[src/rtl/countdown_pkg.sv]
// countdown_pkg: BCD digit type, digit limits, run-state enum and 7-segment decode
package countdown_pkg;
  typedef logic [3:0] bcd_t;
  typedef enum logic {IDLE, RUNNING} state_t;
  localparam bcd_t DIGIT_MAX_DEC = 4'd9;
  localparam bcd_t DIGIT_MAX_SEX = 4'd5;
  function automatic logic [6:0] bcd_to_7seg(bcd_t d);
    case (d)
      4'd0: return 7'h3F;
      4'd1: return 7'h06;
      4'd2: return 7'h5B;
      4'd3: return 7'h4F;
      4'd4: return 7'h66;
      4'd5: return 7'h6D;
      4'd6: return 7'h7D;
      4'd7: return 7'h07;
      4'd8: return 7'h7F;
      4'd9: return 7'h6F;
      default: return 7'h00;
    endcase
  endfunction
endpackage

[src/rtl/countdown_timer_if.sv]
// countdown_timer_if: control inputs, BCD value, status and segment outputs of the countdown timer
interface countdown_timer_if;
  logic start_stop;
  logic load;
  logic [15:0] preset_bcd;
  logic [15:0] count_bcd;
  logic run;
  logic done;
  logic alarm;
  logic [6:0] seg1;
  logic [6:0] seg2;
  logic [6:0] seg3;
  logic [6:0] seg4;
  modport master (output start_stop, load, preset_bcd, input count_bcd, run, done, alarm, seg1, seg2, seg3, seg4);
  modport slave (input start_stop, load, preset_bcd, output count_bcd, run, done, alarm, seg1, seg2, seg3, seg4);
endinterface

[src/rtl/bcd_down_digit.sv]
// bcd_down_digit: one loadable BCD down-counting digit that wraps 0 -> MAX and reports a borrow
module bcd_down_digit
  import countdown_pkg::*;
#(
  parameter bcd_t MAX = DIGIT_MAX_DEC
) (
  input  logic clock,
  input  logic reset,
  input  logic dec_en,
  input  logic load,
  input  bcd_t value,
  output bcd_t digit,
  output logic borrow
);
  assign borrow = dec_en && digit == '0;
  always_ff @(posedge clock or negedge reset)
    if (!reset) digit <= '0;
    else if (load) digit <= value;
    else if (dec_en) digit <= borrow ? MAX : digit - bcd_t'(1);
endmodule

[src/rtl/countdown_timer.sv]
// countdown_timer: loadable SS.hh BCD countdown with one-shot alarm and 7-segment outputs.
// Define AUTO_RELOAD_EN to reload the stored preset on expiry instead of stopping.
module countdown_timer
  import countdown_pkg::*;
#(
  parameter int CLK_HZ  = 50_000_000,
  parameter int TICK_HZ = 100
) (
  input logic clock,
  input logic reset,
  countdown_timer_if.slave bus
);
  localparam int DIV = CLK_HZ / TICK_HZ;
  localparam int PW  = $clog2(DIV);
  state_t state, state_n;
  logic [PW-1:0] pcnt;
  logic [15:0] preset_q, ld_val;
  bcd_t [3:0] digit;
  logic [3:0] borrow, dec;
  logic ss_q, alarm_q, alarm_n, done_q;
  logic run, press, valid, load_go, tick, expiry, reload, ld, unused_borrow;
  assign run     = state == RUNNING;
  assign press   = bus.start_stop && !ss_q;
  assign valid   = bus.preset_bcd[15:12] <= DIGIT_MAX_SEX && bus.preset_bcd[11:8] <= DIGIT_MAX_DEC &&
                   bus.preset_bcd[7:4] <= DIGIT_MAX_DEC && bus.preset_bcd[3:0] <= DIGIT_MAX_DEC;
  assign load_go = bus.load && !run && valid;
  assign tick    = run && pcnt == PW'(DIV - 1);
  assign expiry  = tick && digit == 16'h0001;
`ifdef AUTO_RELOAD_EN
  assign reload  = expiry && preset_q != '0;
`else
  assign reload  = 1'b0;
`endif
  assign ld      = load_go || reload;
  assign ld_val  = load_go ? bus.preset_bcd : preset_q;
  // a reload replaces the final 0001 -> 0000 step, so d0 must not also decrement
  assign dec     = {borrow[2:0], tick && !reload};
  assign unused_borrow = borrow[3];
  for (genvar g = 0; g < 4; g++) begin : g_dig
    bcd_down_digit #(.MAX(g == 3 ? DIGIT_MAX_SEX : DIGIT_MAX_DEC)) u_dig (
      .clock (clock),
      .reset (reset),
      .dec_en(dec[g]),
      .load  (ld),
      .value (ld_val[4*g +: 4]),
      .digit (digit[g]),
      .borrow(borrow[g])
    );
  end
  always_ff @(posedge clock or negedge reset)
    if (!reset) begin
      state    <= IDLE;
      pcnt     <= '0;
      ss_q     <= 1'b0;
      alarm_q  <= 1'b0;
      done_q   <= 1'b0;
      preset_q <= '0;
    end else begin
      state   <= state_n;
      pcnt    <= run && !tick ? pcnt + PW'(1) : '0;
      ss_q    <= bus.start_stop;
      alarm_q <= alarm_n;
      done_q  <= expiry;
      if (load_go) preset_q <= bus.preset_bcd;
    end
  always_comb begin
    state_n = state;
    alarm_n = alarm_q;
    if (expiry && !reload) begin
      state_n = IDLE;
      alarm_n = 1'b1;
    end else if (run && press) state_n = IDLE;
    else if (load_go) alarm_n = 1'b0;
    else if (press) begin
      alarm_n = 1'b0;
      state_n = digit != '0 ? RUNNING : IDLE;
    end
  end
  assign bus.count_bcd = digit;
  assign bus.run       = run;
  assign bus.done      = done_q;
  assign bus.alarm     = alarm_q;
  assign bus.seg1      = bcd_to_7seg(digit[0]);
  assign bus.seg2      = bcd_to_7seg(digit[1]);
  assign bus.seg3      = bcd_to_7seg(digit[2]);
  assign bus.seg4      = bcd_to_7seg(digit[3]);
endmodule

[src/flat_wrapper.sv]
// flat-port wrapper written by rule: the top's interface ports become plain ports
module countdown_timer_flat import countdown_pkg::*;
#(
  parameter int CLK_HZ  = 50_000_000,
  parameter int TICK_HZ = 100
)
  (clock, reset, bus_start_stop, bus_load, bus_preset_bcd, bus_count_bcd, bus_run, bus_done, bus_alarm, bus_seg1, bus_seg2, bus_seg3, bus_seg4);
  countdown_timer_if bus_i ();
  input logic clock;
  input logic reset;
  input wire logic [$bits(bus_i.start_stop)-1:0] bus_start_stop;
  input wire logic [$bits(bus_i.load)-1:0] bus_load;
  input wire logic [$bits(bus_i.preset_bcd)-1:0] bus_preset_bcd;
  output wire logic [$bits(bus_i.count_bcd)-1:0] bus_count_bcd;
  output wire logic [$bits(bus_i.run)-1:0] bus_run;
  output wire logic [$bits(bus_i.done)-1:0] bus_done;
  output wire logic [$bits(bus_i.alarm)-1:0] bus_alarm;
  output wire logic [$bits(bus_i.seg1)-1:0] bus_seg1;
  output wire logic [$bits(bus_i.seg2)-1:0] bus_seg2;
  output wire logic [$bits(bus_i.seg3)-1:0] bus_seg3;
  output wire logic [$bits(bus_i.seg4)-1:0] bus_seg4;
  assign bus_i.start_stop = bus_start_stop;
  assign bus_i.load = bus_load;
  assign bus_i.preset_bcd = bus_preset_bcd;
  assign bus_count_bcd = bus_i.count_bcd;
  assign bus_run = bus_i.run;
  assign bus_done = bus_i.done;
  assign bus_alarm = bus_i.alarm;
  assign bus_seg1 = bus_i.seg1;
  assign bus_seg2 = bus_i.seg2;
  assign bus_seg3 = bus_i.seg3;
  assign bus_seg4 = bus_i.seg4;
  countdown_timer #(.CLK_HZ(CLK_HZ), .TICK_HZ(TICK_HZ)) u_core (.clock(clock), .reset(reset), .bus(bus_i));
endmodule
[config.mk]
export PLATFORM = sky130hd
export DESIGN_NAME = countdown_timer_flat
export DESIGN_NICKNAME = d
export VERILOG_FILES = /design/src/rtl/countdown_pkg.sv /design/src/rtl/countdown_timer_if.sv /design/src/rtl/bcd_down_digit.sv /design/src/rtl/countdown_timer.sv /design/src/flat_wrapper.sv
export SDC_FILE = /design/constraint.sdc
export NUM_CORES = 1
export LEC_CHECK = 0
export ABC_AREA = 1
export CAP_MARGIN = 5
export CORE_ASPECT_RATIO = 0.75
export CORE_MARGIN = 2
export CORE_UTILIZATION = 45
export CTS_BUF_LIST = sky130_fd_sc_hd__clkbuf_8 sky130_fd_sc_hd__clkbuf_16
export DETAILED_ROUTE_END_ITERATION = 12
export PLACE_DENSITY = 0.8
export SETUP_SLACK_MARGIN = 0.5
export SYNTH_ARGS = -nofsm -noshare
export SYNTH_HDL_FRONTEND = slang
export SYNTH_SLANG_ARGS = --single-unit
[constraint.sdc]
create_clock -name clock -period 3.72 [get_ports clock]
set_clock_uncertainty 0.2 [all_clocks]
set_input_delay 0.372 -clock clock [delete_from_list [all_inputs] [get_ports clock]]
set_output_delay 0.372 -clock clock [all_outputs]
set_load 0.1 [all_outputs]
# After elaboration in Yosys (flattened, before gate mapping)
# Memories as Yosys holds them, arrays and structs flattened.
# Index checks and enable logic that the tools add are counted.
# totals
register_bits	39
romBits	448
input_bits	20
out_inout_bits	47
word_cells	78
mem_count	4
# op_classes
n_addsub	5
magnitude_cmp	4
eq_ne	4
n_mux	22
reduce_logical	30
# memory_table
memory	words	word_bits	rd	rd_clocked_by_memory_dff	wr	line_no	rtl
(no name shown)	16	7	1	0	0	countdown_pkg.sv:8	case (d)
(no name shown)	16	7	1	0	0	countdown_pkg.sv:8	
(no name shown)	16	7	1	0	0	countdown_pkg.sv:8	
(no name shown)	16	7	1	0	0	countdown_pkg.sv:8	
# ops
operator	n
4-bit 2-to-1 mux	12
19-bit by 1-bit adder with 19-bit output (second input constant)	1
19-bit == test (second input constant)	1
19-bit 2-to-1 mux	1
16-bit by 1-bit == test with 1-bit output (second input constant)	1
4-bit zero test	4
16-bit nonzero test	1
4-bit by 1-bit subtractor with 4-bit output (second input constant)	4
1-bit logical AND	14
4-bit less-or-equal comparator (second input constant)	3
1-bit 2-to-1 mux	9
2-bit nonzero test	4
3-bit nonzero test	2
4-bit by 3-bit less-or-equal comparator with 1-bit output (second input constant)	1
2-bit AND reduction	2
1-bit zero test	3
3-bit by 1-bit inequality test with 1-bit output (second input constant)	1
2-bit by 1-bit inequality test with 1-bit output (second input constant)	1

# Depth between registers and ports, before layout
# logic_depth
word_depth	9
ltp_mapped	12
mapped_depth_nobuf	11

# Cells and area by module
# From an unflattened synthesis, not the netlist that was laid out.
# hier_totals
hier_cells	548
area_unflattened_um2	3866.2
# modules_own_cells
mod	instances	cells_per_inst	area_each_um2	seq_area_each_um2
countdown_timer	1	379	2731.4	975.9
bcd_down_digit (u_core.g_dig[0].u_dig ...)	3	42	280.3	100.1
bcd_down_digit (u_core.g_dig[3].u_dig)	1	43	294.0	100.1

# Least setup slack after synthesis
# No wires, ideal clock.
# synth_timing
kind	reg2out
startpoint	reg u_core.g_dig[0].u_dig.digit[2]
endpoint	out bus_seg1[5]
arrival_ns	4.742
required_ns	3.148
slack_ns	-1.594
stages_incl_launch_ff	3
n_path_buf	0
path_cell_list	dfrtp_1 inv_1 o311ai_0
# synth_between
elab_chain_cells	1
# synth_rtl
item	line_no	rtl
start, declared	bcd_down_digit.sv:12	output bcd_t digit,
start signal, assigned	bcd_down_digit.sv:18	else if (load) digit <= value;
start signal, assigned	bcd_down_digit.sv:19	else if (dec_en) digit <= borrow ? MAX : digit - bcd_t'(1);
memory 16 x 7 bit	n/a	
end, declared	flat_wrapper.sv:18	output wire logic [$bits(bus_i.seg1)-1:0] bus_seg1;
# No other way between the ends.

# Final worst setup path
# layout_timing
startpoint	reg u_core.state (netlist: u_core.bus.run)
endpoint	out bus_run
# layout_rtl
item	line_no	rtl
start, declared	countdown_timer.sv:15	state_t state, state_n;
start signal, assigned	countdown_timer.sv:59	state <= state_n;
end, declared	flat_wrapper.sv:15	output wire logic [$bits(bus_i.run)-1:0] bus_run;
# No word-level cell between the ends.

==> results.cfg <==
[critical_path]
timing.critical_path.arrival_ns = 2.14
capture_point_of_the_worst_reg_to_reg_path = u_core.g_dig[1].u_dig.digit[1]
crit_path_end_kind = primary output
critical_path_class = reg2out
ordered_list_of_cells_on_the_worst_path = clkdlybuf4s50_1
cp_num_buf_inv = 1
crit-reg2reg-launch = u_core.g_dig[0].u_dig.digit[0]
regToRegSetupSlack_ns = 1.29
start_kind = flop
critPathMaxStageDelay_ns = 1.25
worst-endpoint-required_ns = 3.15
critical-path-slowest-cell = sky130_fd_sc_hd__clkdlybuf4s50_1
worst_path_fanout_max = 10
reg2reg_path_depth = 9
critPathTopFamily = buffers and inverters

[clocking]
cts_tree = built
clockBufferDepth = 2
clk-insertion-delay-late_ns = 0.30
cts_root_buf = sky130_fd_sc_hd__clkbuf_8
cts-buffers-inserted = 5
numClockSinks = 39
cts-htree-levels = 2
postCtsResizedCells = 0
post_cts_buffers = 0
clkTransAtPathRegs_ns = 0.08
hold_fix_buffers_at_cts = 0

[grt]
first_global_vias = 2698
grt_max_degree = 40
grt_first_pass_wirelength_um = 12400
grt_usage_pct = 20.3
grt_antenna_before_repair = 0
grt_overflow_total = 0

[floorplanning]
floorplan.die.width_um = 99.6
dieArea_mm2 = 0.00754
fp.dieH_um = 75.7
std_cell_rows = 26
fp.coreArea_mm2 = 0.00673
ios = 67
initial_utilization_pct = 45.8

[yosys]
synth.cell_area_mm2 = 0.00308
largest_family_of_logic_cells_by_synthesized_area = simple AND/OR/NAND/NOR gates
post_synth_and_or_nand_nor_area_fraction_pct = 37.1
post_synth_adder_cell_area_pct = 10.1
post_synth_num_cell_types = 34
syn-num-nets = 488
yosys-top-cells-area = sky130_fd_sc_hd__dfrtp_1, sky130_fd_sc_hd__nand2_1, sky130_fd_sc_hd__ha_1
synth_top_area_share_pct = 31.6
post_synth.cell_area_avg_um2 = 6.96
synthCells = 443
synth_area_leader_cell = sky130_fd_sc_hd__dfrtp_1
synth_xor_area_share_pct = 2.84
synth_compound_area_share_pct = 9.33
fraction_of_synthesized_area_in_multiplexers_pct = 0
seq_area_frac_synth_pct = 31.6
ys_seq_elements = 39
synth_warnings = 0

[place]
routabilityCongestion = 0.945
place.detailed.hpwl_um = 5910
place.port_buffers = 66

[timing]
finalHoldViolations = 39
maxSlewViolCount = 0
actual_transition_at_the_worst_max_transition_pin_ns = 1.02
finalHoldWorstSlack_ns = -0.0210
timing.final.crit_period_ns = 2.71
finalCritPeriodShare_pct = 72.8
max-slew-margin-rel_pct = 32.0
max_clock_freq_ghz = 0.369
fin_tns_setup_ns = 0
rsz0062_at_grt = no
setup_viol_count_final = 0

[cells_and_area]
area.growth.synth_to_final_pct = 26.2
drive_gt1_share_pct = 17.9
layout_nets = 553
antenna_cells_inserted = 0
final.fill_count = 608

[detailed_routing]
detail_route.drc_violations = 0
detailedRoute.firstIterationViolations = 163
route.detailed.vias_per_inst = 5.09
final_antenna_net_count = 0
routed_wl_um = 7550
wire_per_inst_um = 12.7
vias = 3019
drt_pass1_iterations = 4

[status]
status = finished with violations
violations = hold timing

[hold_path]
timing.hold.worst.class = in2async

[job]
max_cap_violations = 0
## per-layer routing
metal  vias up  routed length [µm]  part of all wire, %  track usage [%]
li1       1526                   -                    -                -
met1      1370                3560                   47             28.9
met2       111                3380                   45             31.2
met3        12                 495                  6.6             4.50
met4         0                 115                  1.5             6.09
met5         -                   0                    0                0
## placed cells by master, fill, tap and decap left out, drive strengths merged, types with 18 or more instances in the layout
cell type and n:
a21oi 21, buf 30, clkdlybuf4s50 37, dfrtp 39, ha 25, inv 59
nand2 120, nand3 27, nor2 81, o21ai 18
## synthesized netlist by cell type, drive strengths merged
cell and instances:
and2 1, o21ai 18, buf 8, nand3b 2
o211ai 4, nor2 81, a22o 2, xor2 10
o311ai 2, nand3 27, a21oi 21, inv 59
nor3 7, nand2 120, clkbuf 1, nand4 10
a31oi 2, a21o 1, or2 3, ha 25
dfrtp 39
## how the worst max path moves through the flow
stage / start / cells after the start / endpoint / slack [ns]
after CTS: u_core.bus.run / 1 / bus_run / 1.01
final: u_core.bus.run / 1 / bus_run / 1.01
after global routing: u_core.bus.run / 1 / bus_run / 0.97
after global placement: bus_preset_bcd[9] / 7 / u_core.bus.alarm / 1.21
after floorplan: u_core.g_dig[0].u_dig.digit[2] / 2 / bus_seg1[5] / 0.51
after detailed placement: bus_preset_bcd[9] / 7 / u_core.bus.alarm / 1.19
## cell families after synthesis
kind of cell | Yosys count
buffers and inverters | 68
DFF | 39
AOI/OAI and AO/OA | 50
and+or+nand+nor | 251
xor gates and xnor gates | 10
adders and majority gates | 25
## area by class of cell
type,count,area [µm²],share of cell area [%]
tap,84,105,2.70
timing repair buffer,67,593,15.2
clock inverter,2,16.3,0.418
clock buffer,6,82.6,2.12
multi-input combinational,336,1900,48.8
inverter,59,221,5.69
sequential,39,976,25.1
## through the flow
stage	utilization, %	instances	worst slack (ns)	hold slack (ns)	cell area [µm²]
floorplan	-	443	0.514	-0.124	3150
global placement	56.4	585	1.21	0.275	3790
detailed placement	56.4	585	1.19	0.268	3790
CTS	57.8	593	1.01	0.0148	3890
global route	57.8	593	0.971	0.0501	3890
finish	57.8	593	1.01	-0.0210	3890
## sequential cells by signal, indices dropped and copies added, names as in the netlist
signal                    count
u_core.bus.alarm              1
u_core.bus.run                1
u_core.ss_q                   1
u_core.pcnt                  19
u_core.bus.done               1
u_core.g_dig.u_dig.digit     16
Power is left out: the tool's default activity adds up to more than one toggle a clock period on the data nets, which glitch-free logic cannot reach.
